==> src/rtl/emu_pkg.sv <==
// rtl/emu_pkg.sv - shared types and constants for the co-emulation transactor
//   Holds the step-controller state enum, command/status bit positions and
//   helpers that place the step and command registers at the top of the map.
package emu_pkg;

  typedef enum logic [1:0] {
    ST_IDLE    = 2'd0,
    ST_LOAD    = 2'd1,
    ST_STEP    = 2'd2,
    ST_CAPTURE = 2'd3
  } state_t;

  // Command register write bits
  localparam int CMD_GO      = 0;
  localparam int CMD_CLR_ERR = 1;

  // Status register read bits
  localparam int STAT_BUSY = 7;
  localparam int STAT_DONE = 6;
  localparam int STAT_ERR  = 5;

  // The two highest addresses of the host map are reserved for step/cmd.
  function automatic int step_addr_f(input int aw);
    return (1 << aw) - 2;
  endfunction

  function automatic int cmd_addr_f(input int aw);
    return (1 << aw) - 1;
  endfunction

endpackage

==> src/rtl/emu_transactor_step_ctrl.sv <==
// rtl/emu_transactor_step_ctrl.sv - run sequencer: load, step S cycles, capture
//   clk      : transactor clock
//   reset    : synchronous active-high reset
//   go       : GO command strobe (only acted on while idle)
//   step     : programmed step count, sampled in LOAD
//   dut_ce   : DUT clock enable, high only in STEP
//   busy     : high whenever not idle
//   done     : set when a run finishes, cleared by the next GO
//   load_stb : high during LOAD (stimulus transfer)
//   cap_stb  : high during CAPTURE (DUT output capture)
module emu_transactor_step_ctrl
  import emu_pkg::*;
(
  input  logic       clk,
  input  logic       reset,
  input  logic       go,
  input  logic [7:0] step,
  output logic       dut_ce,
  output logic       busy,
  output logic       done,
  output logic       load_stb,
  output logic       cap_stb
);

  state_t     state;
  logic [7:0] cnt;

  // Outputs are registered alongside the state so each one is a clean
  // Moore decode of the state being entered.
  always_ff @(posedge clk) begin
    if (reset) begin
      state    <= ST_IDLE;
      cnt      <= 8'd0;
      dut_ce   <= 1'b0;
      busy     <= 1'b0;
      done     <= 1'b0;
      load_stb <= 1'b0;
      cap_stb  <= 1'b0;
    end else begin
      load_stb <= 1'b0;
      cap_stb  <= 1'b0;
      case (state)
        ST_IDLE: begin
          if (go) begin
            state    <= ST_LOAD;
            busy     <= 1'b1;
            done     <= 1'b0;
            load_stb <= 1'b1;
          end
        end
        ST_LOAD: begin
          cnt <= step;
          if (step != 8'd0) begin
            state  <= ST_STEP;
            dut_ce <= 1'b1;
          end else begin
            state   <= ST_CAPTURE;
            cap_stb <= 1'b1;
          end
        end
        ST_STEP: begin
          // Counter holds the remaining enabled cycles including this one.
          if (cnt == 8'd1) begin
            state   <= ST_CAPTURE;
            dut_ce  <= 1'b0;
            cap_stb <= 1'b1;
          end else begin
            cnt <= cnt - 8'd1;
          end
        end
        default: begin
          state <= ST_IDLE;
          busy  <= 1'b0;
          done  <= 1'b1;
        end
      endcase
    end
  end

endmodule

==> src/rtl/emu_transactor.sv <==
// rtl/emu_transactor.sv - host-byte-bus co-emulation transactor top level
//   clk_emu  : single clock for transactor and DUT
//   reset    : synchronous active-high reset
//   Addr     : host register address
//   Data_In  : host write data
//   wr_emu   : write strobe, one write per cycle
//   Data_Out : registered read data (1-cycle latency)
//   stim_out : stimulus bytes to the DUT, byte i at [8i+7:8i]
//   dut_in   : DUT output bytes to capture
//   dut_ce   : DUT clock enable
//   busy     : run in progress
//   clk_LED  : activity indicator, one bit of the enabled-cycle counter
module emu_transactor
  import emu_pkg::*;
#(
  parameter int N_IN    = 2,
  parameter int N_OUT   = 4,
  parameter int ADDR_W  = 4,
  parameter int LED_BIT = 3
) (
  input  logic                clk_emu,
  input  logic                reset,
  input  logic [ADDR_W-1:0]   Addr,
  input  logic [7:0]          Data_In,
  input  logic                wr_emu,
  output logic [7:0]          Data_Out,
  output logic [8*N_IN-1:0]   stim_out,
  input  logic [8*N_OUT-1:0]  dut_in,
  output logic                dut_ce,
  output logic                busy,
  output logic                clk_LED
);

  localparam logic [ADDR_W-1:0] STEP_ADDR = ADDR_W'(step_addr_f(ADDR_W));
  localparam logic [ADDR_W-1:0] CMD_ADDR  = ADDR_W'(cmd_addr_f(ADDR_W));

  logic [7:0]       shadow  [N_IN];
  logic [7:0]       capture [N_OUT];
  logic [7:0]       step_reg;
  logic             err;
  logic             done;
  logic             load_stb;
  logic             cap_stb;
  logic [LED_BIT:0] led_cnt;
  logic [7:0]       rd_data;
  logic             cmd_wr;
  logic             go;
  logic             clr_err;

  assign cmd_wr  = wr_emu && (Addr == CMD_ADDR);
  assign go      = cmd_wr && Data_In[CMD_GO];
  assign clr_err = cmd_wr && Data_In[CMD_CLR_ERR];
  assign clk_LED = led_cnt[LED_BIT];

  emu_transactor_step_ctrl u_step_ctrl (
    .clk      (clk_emu),
    .reset    (reset),
    .go       (go),
    .step     (step_reg),
    .dut_ce   (dut_ce),
    .busy     (busy),
    .done     (done),
    .load_stb (load_stb),
    .cap_stb  (cap_stb)
  );

  always_comb begin
    rd_data = 8'd0;
    if (Addr == STEP_ADDR) begin
      rd_data = step_reg;
    end else if (Addr == CMD_ADDR) begin
      rd_data[STAT_BUSY] = busy;
      rd_data[STAT_DONE] = done;
      rd_data[STAT_ERR]  = err;
    end else begin
      for (int i = 0; i < N_OUT; i++) begin
        if (Addr == ADDR_W'(i)) rd_data = capture[i];
      end
    end
  end

  always_ff @(posedge clk_emu) begin
    if (reset) begin
      for (int i = 0; i < N_IN; i++) shadow[i] <= 8'd0;
      for (int i = 0; i < N_OUT; i++) capture[i] <= 8'd0;
      stim_out <= '0;
      step_reg <= 8'd0;
      err      <= 1'b0;
      led_cnt  <= '0;
      Data_Out <= 8'd0;
    end else begin
      // Register writes are accepted even mid-run; they only matter at the next GO.
      if (wr_emu) begin
        if (Addr == STEP_ADDR) step_reg <= Data_In;
        for (int i = 0; i < N_IN; i++) begin
          if (Addr == ADDR_W'(i)) shadow[i] <= Data_In;
        end
      end
      if (go && busy) err <= 1'b1;
      else if (clr_err) err <= 1'b0;
      if (load_stb) begin
        for (int i = 0; i < N_IN; i++) stim_out[8*i +: 8] <= shadow[i];
      end
      if (cap_stb) begin
        for (int i = 0; i < N_OUT; i++) capture[i] <= dut_in[8*i +: 8];
      end
      if (dut_ce) led_cnt <= led_cnt + 1'b1;
      Data_Out <= rd_data;
    end
  end

endmodule
==> config.mk <==
export PLATFORM = sky130hd
export DESIGN_NAME = emu_transactor
export DESIGN_NICKNAME = d
export VERILOG_FILES = /design/src/rtl/emu_pkg.sv /design/src/rtl/emu_transactor_step_ctrl.sv /design/src/rtl/emu_transactor.sv
export SDC_FILE = /design/constraint.sdc
export NUM_CORES = 1
export LEC_CHECK = 0
export CAP_MARGIN = 15
export CORE_ASPECT_RATIO = 0.6
export CORE_UTILIZATION = 56
export DETAILED_ROUTE_END_ITERATION = 16
export PLACE_DENSITY = 0.84
export SLEW_MARGIN = 20
export SYNTH_ARGS = -nofsm -noshare
export SYNTH_HDL_FRONTEND = slang
export SYNTH_SLANG_ARGS = --single-unit
export TNS_END_PERCENT = 10
==> constraint.sdc <==
create_clock -name clk_emu -period 3.21 [get_ports clk_emu]
set_clock_uncertainty 0.15 [all_clocks]
set_input_delay 0.4815 -clock clk_emu [delete_from_list [all_inputs] [get_ports clk_emu]]
set_output_delay 0.4815 -clock clk_emu [all_outputs]
set_load 0.02 [all_outputs]
Yosys cells after proc, flatten, opt, wreduce, memory -nomap -nowiden
Memory sizes are Yosys's and may differ from the RTL's. A register that Yosys moved wholly into a read port is not among the register bits. Index checks and enable logic that the tools add are counted.

Bits in registers: 36. Memory bits (writable): 48. Output and inout bits: 27. Memories: 2.

Add/sub/neg operators: 2. Equal/unequal tests: 12. Mux-type cells: 45. Bitwise logic cells: 8. Reduce and logical (&&, ||, !) cells: 16.

Memories: capture (depth 4, bits a word 8, read ports 4, clocked after memory_dff 0, wr ports 4, line emu_transactor.sv:38) `logic [7:0] capture [N_OUT];`; shadow (depth 2, bits a word 8, read ports 2, clocked after memory_dff 2, wr ports 2, line emu_transactor.sv:37) `logic [7:0] shadow [N_IN];`.

Operators by type and width (count): 8-bit 2-to-1 mux (12); 1-bit 2-to-1 mux (23); 8-bit case mux with 2 select lines (1); 4-bit by 2-bit equality test with 1-bit output (second input constant) (2); 4-bit equality test (second input constant) (2); 8-bit by 1-bit equality test with 1-bit output (second input constant) (1); 1-bit case mux with 2 select lines (4); 2-bit AND reduction (4); 8-bit nonzero test (1); 8-bit by 1-bit subtractor with 8-bit output (second input constant) (1); 1-bit bitwise OR (6); 2-bit case mux with 3 select lines (1); 5-bit 2-to-1 mux (1); 4-bit by 1-bit adder with 4-bit output (second input constant) (1); 4-bit by 1-bit equality test with 1-bit output (second input constant) (1); 1-bit logical AND (4); 4-bit logical NOT (1); 2-bit 2-to-1 mux (2); 2-bit by 1-bit != test with 1-bit output (second input constant) (2); 2-bit != test (second input constant) (2); 2-bit nonzero test (2); 2-bit OR reduction (2); 3-bit 2-to-1 mux (1); 3-bit AND reduction (1); other kinds (4) (5).

Depth between registers and ports, before layout
Depth in word-level cells: 7. Mapped depth: 8.

By module
Synthesis repeated with hierarchy kept, for this count alone.

Cells, all modules: 394. Area, all modules: 4362.9 µm².

By module, submodules not included: emu_transactor (instances 1, cells each 283, area each 3425.8 µm²); emu_transactor_step_ctrl (instances 1, cells each 111, area each 937.1 µm²).

Least setup slack after synthesis
OpenSTA, ideal clock, no wires.

Path type: input to register. Start point: input port Addr[0]. End point: memory shadow[1][2], in the netlist shadow[0][10] (enable). Library setup time: 0.375 ns. Arrival: 1.445 ns. Slack: 1.241 ns. Stages on the path: 4. Path buffers: 2. Cell sequence: buf_2 buf_2 inv_1 o21bai_1.

RTL lines: start, declared (line emu_transactor.sv:23) `input logic [ADDR_W-1:0] Addr,`; end, declared (line emu_transactor.sv:37).

Final worst setup path
Start point: register u_step_ctrl.state[0]. End point: register u_step_ctrl.cnt[0].

Word-level cells in the longest chain between the ends: 3.

RTL lines: start, declared (line emu_transactor_step_ctrl.sv:25) `state_t state;`; start signal, assigned (line emu_transactor_step_ctrl.sv:32) `state <= ST_IDLE;`; start signal, assigned (line emu_transactor_step_ctrl.sv:45) `state <= ST_LOAD;`; start signal, assigned (line emu_transactor_step_ctrl.sv:54) `state <= ST_STEP;`; 2-bit equality test or 2-bit by 1-bit equality test with 1-bit output (tied branches) (line emu_transactor_step_ctrl.sv:42) `case (state)`; 2-bit != test (no line) or 2-bit nonzero test (tied branches); 2-bit AND reduction (no line); end signal, assigned (line emu_transactor_step_ctrl.sv:52) `cnt <= step;`; end signal, assigned (line emu_transactor_step_ctrl.sv:68) `cnt <= cnt - 8'd1;`; end, declared (line emu_transactor_step_ctrl.sv:26) `logic [7:0] cnt;`.

Several ways; a longest one is shown, not always the timed one. A chain may end at the register's enable or synchronous reset.

==> reports/qor.yml <==
die:
  rows: 24
  die_y_um: 69.4
  io_pins: 74
  dieArea_um2: 7930
  core_area_um2: 7300
  start_util_pct: 58.1
  die_w_um: 114
critical_path:
  cp.required_ns: 3.27
  endpoint_kind: "flop"
  worstSetupPathType: "flop to flop"
  cp_slowest_stage_delay_ns: 0.59
  crit_slowest_cell: "ha_1"
  cp_cell_sequence: "inv_1 -> ha_1 -> nor2_1 -> a31oi_1 -> mux2_2 -> a21oi_2"
  cp_max_fo: 20
  startpoint_type: "flop"
  crit_arrival_ns: 2.46
finish:
  fin_area_um2: 5370
  finalNetCount: 496
  largestRegisters: "capture (32), shadow (16), stim_out (16)"
  final_cells: 551
  largest_register: "capture"
  syn_to_final_growth_pct: 26.7
  drive_gt1_share_pct: 8.95
  n_antenna_cell: 0
  largest_reg_flops: 32
timing:
  fin_setup_tns_ns: 0
  finalCritPeriodShare_pct: 74.6
  drv_slew: 0
  slew_headroom_pct: 40.4
  tightest_slew_ns: 0.892
  max_freq_mhz: 418
  setup_ws_ns: 0.815
  finalSetupViolations: 0
  hold_viol: 0
  period_needed_ns: 2.39
  rsz0062_at_grt: "no"
yosys:
  yosys.area_share.adder_pct: 2.07
  synth_edf_count: 48
  syn_avg_cell_area_um2: 11.5
  synth.distinct_cells: 56
  synth-seq-area-share_pct: 58.6
  synthSimpleGateAreaFrac_pct: 18.4
  synth_compound_area_share_pct: 9.15
  syn-cell-area_um2: 4240
  syn_nets: 424
  synthMuxAreaShare_pct: 8.59
  ys_ff_latch: 100
  netlist_instances: 370
  synth_top_flop_cell: "dfxtp_1"
  yosys-top-cells-area: "edfxtp_1 (34%), dfxtp_1 (25%), and2_1 (5.9%), mux2i_1 (5.7%), nor2_1 (3.6%)"
  synth_top_family_by_area: "simple AND/OR/NAND/NOR gates"
  synth_area_leader_cell: "edfxtp_1"
  synth_xor_area_share_pct: 0.620
  yosysWarnings: 0
  yosysMostFrequentCell: "dfxtp_1"
  synth_common_cells: "dfxtp_1 (52), edfxtp_1 (48), nor2_1 (41), and2_1 (40), mux2i_1 (24)"
  synth_top_area_share_pct: 34.0
  async_flop_share_pct: 0
grt:
  antenna_found_initial: 0
  grt_overflow: 0
  grtUsageTotal_pct: 25.4
  grt_start_max_net_pins: 49
  first_global_vias: 3037
  grt_pass1_wl_um: 15200
clock_tree:
  ctsHoldBuffers: 0
  clock-sinks: 100
  clk_latency_ns: 0.35
  cts_buffers: 9
  htree_levels: 3
  clk_pin_slew_ns: 0.07
  cts_setup_buffers: 0
  cts_root_buf: "clkbuf_16"
  post_cts_resized: 0
  cts_tree: "yes"
  clockBufferDepth: 2
routing:
  firstDrtPassIters: 4
  drt_wl_total_um: 9310
  post_drt_via_cell_ratio: 5.53
  initialDrtViolationCount: 284
  wl_met3_um: 723
  top_layer: "met4"
  wl_per_cell_um: 16.9
  dr_wl_met2_um: 4290
  drc_errors: 0
  wl_met1_um: 4170
  vias: 3046
  drt.antenna.violating_nets: 0
status:
  outcome: "completed"
placed_design:
  placed_area_um2: 5070
  post-place-ws_ns: 0.546
  dp_cells: 535
  dpl.hpwl_um: 6470
  port_buffers: 73
  place_congestion: 0.926
min_path:
  worst_hold_path_type: "input pin to flop"
pwr:
  leakage_uw: 0.00187
  ir_drop_v: 0.000249
  p_per_area_nw_per_um2: 523
run:
  drv.max_cap_violation_count: 0
[stage by stage]
stage          total power [uW]  hold slack (ns)  utilization [%]
6_report                   2810            0.322             73.6
5_1_grt                    2900            0.329             73.6
4_1_cts                    2810            0.306             73.6
3_5_place_dp               1780            0.312             69.5
3_3_place_gp               1760            0.312             69.5
2_1_floorplan              1650            0.300                -
[worst max-delay path: cells and delay by family (launching register included)]
kind | cells | cell delay [ns]
compound gates | 2 | 0.63
fa+ha+maj | 1 | 0.59
buf+inv | 1 | 0.10
flops | 1 | 0.35
mux | 1 | 0.31
simple gates | 1 | 0.14
[where the power goes]
| part | switching (uW) | internal [uW] | leakage (uW) |
|---|---|---|---|
| logic | 164 | 155 | 0.000827 |
| clock network | 505 | 544 | 0.000142 |
| registers | 41.3 | 1400 | 0.000904 |
[path summary, 6_finish.rpt]
kind	start	end	slack, ns	cells after the start
worst max-delay path	u_step_ctrl.state[0]	u_step_ctrl.cnt[0]	0.82	6
worst min-delay path	reset	step_reg[7]	0.32	2
worst max register to register	u_step_ctrl.state[0]	u_step_ctrl.cnt[0]	0.82	6
worst min register to register	u_step_ctrl.done	u_step_ctrl.done	0.33	2
[metal layers]
layer  vias to the layer above  global-route usage [%]
met5                         -                       0
met4                         0                    7.65
met3                        17                    7.78
met2                       119                    39.5
met1                      1440                    34.5
li1                       1470                       -
[area by class of cell]
type | count | area (um2)
Clock buffer | 9 | 225
Clock inverter | 7 | 71.3
Fill cell | 506 | 1930
Inverter | 9 | 33.8
Multi-Input combinational cell | 242 | 1650
Sequential cell | 100 | 2480
Tap cell | 104 | 130
Timing Repair Buffer | 80 | 778
[layout by cell type, fill, tap and decap left out, types with 2 or more instances in the layout]
cell	synthesis	final
o21bai_1	2	2
xor2_1	2	2
clkdlybuf4s50_1	0	72
clkbuf_16	0	9
nand4_1	3	3
nand2_1	16	16
mux4_2	5	5
or2_2	3	3
nand3_1	12	12
a31oi_1	2	2
edfxtp_1	48	48
nor2_1	41	41
a22oi_1	5	5
clkinv_8	0	2
o311ai_0	2	2
dfxtp_1	52	52
inv_1	9	9
buf_4	0	7
nand3b_1	2	2
o2111ai_1	2	2
mux2i_1	24	24
o31ai_1	2	2
ha_1	7	7
o21ai_0	6	6
and2_1	40	40
nand2b_1	3	3
nor3_1	3	3
inv_6	0	2
and2_0	3	3
nor2b_1	4	4
a21oi_1	23	23
or3_1	3	3
[logic make-up after synthesis]
kind of cell	Yosys count
AOI/OAI and AO/OA	58
xor gates and xnor gates	3
adders and majority gates	7
buffers and inverters	28
DFF	100
muxes	30
and+or+nand+nor	144
(Power assumes the default switching activity.)
